===== src/rtl/led_enc_pkg.sv =====
// Shared types and sizing for the LED group encoder.
// The LED bus is N_GROUPS groups of GROUP_W bits each.
package led_enc_pkg;

    localparam int N_GROUPS = 4;
    localparam int GROUP_W  = 2;
    localparam int LED_W    = N_GROUPS * GROUP_W;
    localparam int KEY_W    = (N_GROUPS > 1) ? $clog2(N_GROUPS) : 1;
    localparam int ACT_W    = $clog2(N_GROUPS + 1);

    typedef enum logic [1:0] {
        S_WAIT,
        S_OFFER,
        S_HOLD,
        S_ERR
    } state_t;

    typedef struct packed {
        logic [ACT_W-1:0]   n_active;
        logic [KEY_W-1:0]   key;
        logic [GROUP_W-1:0] sw;
    } decode_t;

    // A group is active when any of its bits is set; key/sw describe the
    // highest-indexed active group, which is the only one when n_active == 1.
    function automatic decode_t decode_groups(input logic [LED_W-1:0] pat);
        decode_t d;
        d = '0;
        for (int g = 0; g < N_GROUPS; g++) begin
            if (pat[g*GROUP_W +: GROUP_W] != '0) begin
                d.n_active = d.n_active + ACT_W'(1);
                d.key      = KEY_W'(g);
                d.sw       = pat[g*GROUP_W +: GROUP_W];
            end
        end
        return d;
    endfunction

endpackage


===== src/rtl/led_settle_filter.sv =====
// Synchronizes the asynchronous LED bus and reports when the synced value has
// stayed unchanged for STABLE_CYCLES cycles.
module led_settle_filter
    import led_enc_pkg::*;
#(
    parameter int STABLE_CYCLES = 4
) (
    input  logic             clk,
    input  logic             rst_n,
    input  logic [LED_W-1:0] led_in,
    output logic [LED_W-1:0] ref_pat,
    output logic             stable,
    output logic             changed
);

    localparam int               CNT_W   = $clog2(STABLE_CYCLES + 1);
    localparam logic [CNT_W-1:0] CNT_MAX = CNT_W'(STABLE_CYCLES);

    logic [LED_W-1:0] s1;
    logic [LED_W-1:0] s2;
    logic [CNT_W-1:0] cnt;

    // NOTE: every register here uses <= so that s1 -> s2 -> ref_pat shifts by
    // exactly one stage per edge; blocking assignments would collapse the chain.
    always_ff @(posedge clk or negedge rst_n) begin
        if (!rst_n) begin
            s1      <= '0;
            s2      <= '0;
            ref_pat <= '0;
            cnt     <= '0;
        end else begin
            s1 <= led_in;
            s2 <= s1;
            if (s2 != ref_pat) begin
                ref_pat <= s2;
                cnt     <= '0;
            end else if (cnt != CNT_MAX) begin
                cnt <= cnt + CNT_W'(1);
            end
        end
    end

    assign stable  = (cnt == CNT_MAX);
    assign changed = (s2 != ref_pat);

endmodule


===== src/rtl/led_group_encoder.sv =====
// Recovers key/sw from a settled LED group pattern and offers each distinct
// stable pattern once on a valid/ready interface; multi-group patterns raise err.
module led_group_encoder
    import led_enc_pkg::*;
#(
    parameter int STABLE_CYCLES = 4
) (
    input  logic               clk,
    input  logic               rst_n,
    input  logic [LED_W-1:0]   led_in,
    input  logic               out_ready,
    output logic               out_valid,
    output logic [KEY_W-1:0]   key_out,
    output logic [GROUP_W-1:0] sw_out,
    output logic               err
);

    logic [LED_W-1:0] ref_pat;
    logic             stable;
    logic             changed;
    decode_t          dec;
    state_t           state_q;
    state_t           state_d;
    logic             load;
    logic             chg_seen_q;
    logic             chg_seen_d;

    led_settle_filter #(
        .STABLE_CYCLES(STABLE_CYCLES)
    ) u_filter (
        .clk    (clk),
        .rst_n  (rst_n),
        .led_in (led_in),
        .ref_pat(ref_pat),
        .stable (stable),
        .changed(changed)
    );

    assign dec = decode_groups(ref_pat);

    // NOTE: every output of this block gets a default first, so no path through
    // the case leaves a signal unassigned and no latch is inferred.
    always_comb begin
        state_d    = state_q;
        load       = 1'b0;
        chg_seen_d = chg_seen_q;
        case (state_q)
            S_WAIT: begin
                chg_seen_d = 1'b0;
                if (stable) begin
                    if (dec.n_active == ACT_W'(1)) begin
                        state_d = S_OFFER;
                        load    = 1'b1;
                    end else if (dec.n_active == '0) begin
                        state_d = S_HOLD;
                    end else begin
                        state_d = S_ERR;
                    end
                end
            end
            S_OFFER: begin
                // The filter may settle on a new pattern before acceptance, so
                // remember that a change happened while the payload was frozen.
                if (changed) chg_seen_d = 1'b1;
                if (out_ready) state_d = S_HOLD;
            end
            S_HOLD: begin
                if (changed || chg_seen_q) state_d = S_WAIT;
            end
            S_ERR: begin
                if (changed) state_d = S_WAIT;
            end
            default: state_d = S_WAIT;
        endcase
    end

    always_ff @(posedge clk or negedge rst_n) begin
        if (!rst_n) begin
            state_q    <= S_WAIT;
            chg_seen_q <= 1'b0;
            out_valid  <= 1'b0;
            err        <= 1'b0;
            key_out    <= '0;
            sw_out     <= '0;
        end else begin
            state_q    <= state_d;
            chg_seen_q <= chg_seen_d;
            out_valid  <= (state_d == S_OFFER);
            err        <= (state_d == S_ERR);
            if (load) begin
                key_out <= dec.key;
                sw_out  <= dec.sw;
            end
        end
    end

endmodule


===== config.mk =====
export PLATFORM = sky130hd
export DESIGN_NAME = led_group_encoder
export DESIGN_NICKNAME = d
export VERILOG_FILES = /design/src/rtl/led_enc_pkg.sv /design/src/rtl/led_settle_filter.sv /design/src/rtl/led_group_encoder.sv
export SDC_FILE = /design/constraint.sdc
export NUM_CORES = 1
export LEC_CHECK = 0
export CAP_MARGIN = 25
export CORE_MARGIN = 1.5
export CORE_UTILIZATION = 40
export DETAILED_ROUTE_END_ITERATION = 6
export DONT_BUFFER_PORTS = 1
export HOLD_SLACK_MARGIN = 0.03
export PLACE_DENSITY = 0.64
export SLEW_MARGIN = 20
export SYNTH_ARGS = -nofsm -noshare
export SYNTH_HDL_FRONTEND = slang
export SYNTH_SLANG_ARGS = --single-unit

===== constraint.sdc =====
create_clock -name clk -period 2.6 [get_ports clk]
set_input_delay 0.65 -clock clk [delete_from_list [all_inputs] [get_ports clk]]
set_output_delay 0.65 -clock clk [all_outputs]
set_load 0.1 [all_outputs]

==> out/results.txt <==
Area of the die - 4140 um2
Max Fanout on Critical Path - 4
Vias in the first global route - 873
Inserted Clock Buffers - 5
Yosys warns - 0
DR WL/cell - 13.4 um
Critical Path AT - 2.61 ns
Slew Limit Fails - 0
Post-synthesis sequential area ratio - 59.9%
Critical path's most frequent cell - ha_1
Initial antenna violation count - 0
Max Freq - 410 MHz
CTS tree - yes
Skew-Pair Late Insertion Delay - 0.28 ns
CTS Hold Bufs - 0
R2r startpoint - u_filter.ref_pat[2]
Status - complete, no violations
Iteration-0 DRC Markers - 56
Clock root buffer - clkbuf_8
Slew @ Worst Pin - 0.919 ns
Global-route wire length before repair - 4150 um
Core Footprint - 3630 um2
Worst path cell trace - nor2_1 > inv_1 > ha_1 > xnor2_1 > ha_1 > o32ai_2 > nand2_2 > mux2_4
Row count - 22
Ys async rst share - 100%
Via count - 842
Final Hold Viols - 0
Height of the die - 64.3 um
DR vias/cell - 4.90
Total power - 1.07 mW
Boundary Pins - 17
Skew final - 0.00872 ns
Nets - 138
Clock transition at the registers of the reported paths - 0.07 ns
Final-report setup violation count - 0
Clk sinks - 36
Fin crit share - 93.7%
ANT cells - 0
Commonest non-fill, non-tap cells in the layout - dfrtp_1, xor2_1, nand2_1
Clk buf depth - 2
Pleak - 0.731 nW
GRT Util Overall - 13.5%
Maximum VDD drop - 0.000443 V
Global placement routability congestion - 0.816
Hold Path Class - in -> async
Power per standard cell area - 650 nW/um2
Crit Path Category - reg -> reg
Reg-to-reg slack, setup - 0.16 ns
Initial Utilization - 41.4%
Crit-path slowest cell - dfrtp_1
# fillers - 341
Synthesized area - 1510 um2
Detailed-placement wirelength estimate - 1690 um
R2R cell count - 8
Synth cell types - 33
Mean Syn Cell Area - 12.3 um2
Area growth from synthesis to layout - 9.31%
Number of H-tree levels - 2
Hold Slack - 0.0519 ns
Worst slew margin - 38.8%
CP Data Required Time - 2.77 ns
Congestion Overflow GR - 0
DRC viols - 0
Reg2reg end - key_out[0]
I/O Buffers - 0
Largest net degree at the start of global routing - 37
Setup TNS - 0 ns
Post-Syn Nets - 137
Critical path capture point type - flop
Startpoint Class - flop
Pre-Repair DR Iteration Count - 4
RSZ-0062 raised after global routing - false
Total of max-cap violations - 0
Commonest non-fill, non-tap cell in the layout - dfrtp_1
Share of cells above drive strength 1 - 16.9%
Final min period - 2.44 ns
EDFF count, synth - 0
Die W - 64.3 um
Synth Register Bits - 36
Slowest stage delay, CP - 0.40 ns
Mapped Cells - 122
Final ANT Viol Nets - 0
Ys flop type - dfrtp_1
Final WL - 2300 um
flip-flops by register name, summed over array words and instances (netlist names):
register          count
u_filter.s2           8
key_out               2
state_q               2
sw_out                2
u_filter.s1           8
u_filter.ref_pat      8
u_filter.cnt          3
err                   1
out_valid             1
chg_seen_q            1
stage by stage:
step                util (%)  std cells  worst slack (ns)  instance area, um2
floorplan                  -        122             0.304                1510
global placement        42.6        164             0.212                1550
detailed placement      42.6        164             0.159                1550
CTS                     45.1        172             0.150                1640
global route            45.3        172           0.00600                1650
finish                  45.3        172             0.164                1650
report_power, final:
group / internal [mW] / switching [mW] / leakage, nW
clock: 0.215 / 0.187 / 0.0445
combinational: 0.0355 / 0.0361 / 0.239
sequential: 0.579 / 0.0156 / 0.447
total: 0.830 / 0.239 / 0.731
final cells by class:
cell class	instances	area [um2]	share of cell area (%)
Sequential cell	36	901	54.8
Multi-Input combinational cell	70	542	32.9
Clock buffer	7	86.3	5.25
Tap cell	48	60.1	3.65
Inverter	7	26.3	1.60
Timing Repair Buffer	3	22.5	1.37
Clock inverter	1	7.51	0.456
how the worst max path moves through the flow:
| stage | end | start | slack (ns) |
|---|---|---|---|
| finish | key_out[0] | u_filter.ref_pat[2] | 0.16 |
| global route | key_out[0] | u_filter.ref_pat[3] | 0.006 |
| CTS | key_out[0] | u_filter.ref_pat[2] | 0.15 |
| detailed placement | key_out[0] | u_filter.ref_pat[3] | 0.16 |
| global placement | sw_out[0] | u_filter.ref_pat[2] | 0.21 |
| floorplan | key_out[0] | u_filter.ref_pat[2] | 0.30 |
cells in the mapped netlist (all sizes together) (3+ instances only):
| cell type | count | share of area (%) |
|---|---|---|
| nor2 | 8 | 2.7 |
| nand2 | 9 | 2.4 |
| xor2 | 8 | 4.7 |
| a21oi | 7 | 2.3 |
| inv | 7 | 1.7 |
| xnor2 | 4 | 2.3 |
| nor4 | 3 | 2.2 |
| nor3 | 3 | 1.0 |
| ha | 4 | 3.3 |
| dfrtp | 36 | 60 |
| clkbuf | 8 | 2.0 |
| o21ai | 4 | 1.3 |
| mux2 | 3 | 3.0 |
routing by layer:
layer	vias to the layer above	wire length, um	track usage [%]
met4	0	66	7.18
met5	-	0	0
met3	8	152	6.69
met2	25	1090	20.7
met1	405	990	15.3
li1	404	-	-
timing repair:
| item | in CTS | in global routing |
|---|---|---|
| buffers inserted | 0 | 0 |
| resized for setup | 0 | 1 |
| endpoints found under the setup margin | 0 | 3 |
critical path: cells and delay by family (launching register included):
family          cells  cell delay [ns]
fa+ha+maj           2             0.65
flops               1             0.40
compound gates      1             0.32
simple gates        2             0.31
mux                 1             0.31
xor+xnor            1             0.26
buf+inv             1             0.06
cells by family (layout without fill, tap and decap cells):
| family | Yosys count | in the layout | share of synthesized area (%) |
|---|---|---|---|
| and+or+nand+nor | 26 | 26 | 9.48 |
| AOI/OAI and AO/OA | 24 | 24 | 11.4 |
| xor gates and xnor gates | 13 | 13 | 8.48 |
| buffers and inverters | 16 | 18 | 4.49 |
| muxes | 3 | 3 | 2.99 |
| adders and majority gates | 4 | 4 | 3.33 |
| DFF | 36 | 36 | 59.9 |
Note: power is estimated with default switching activity, not from simulation.
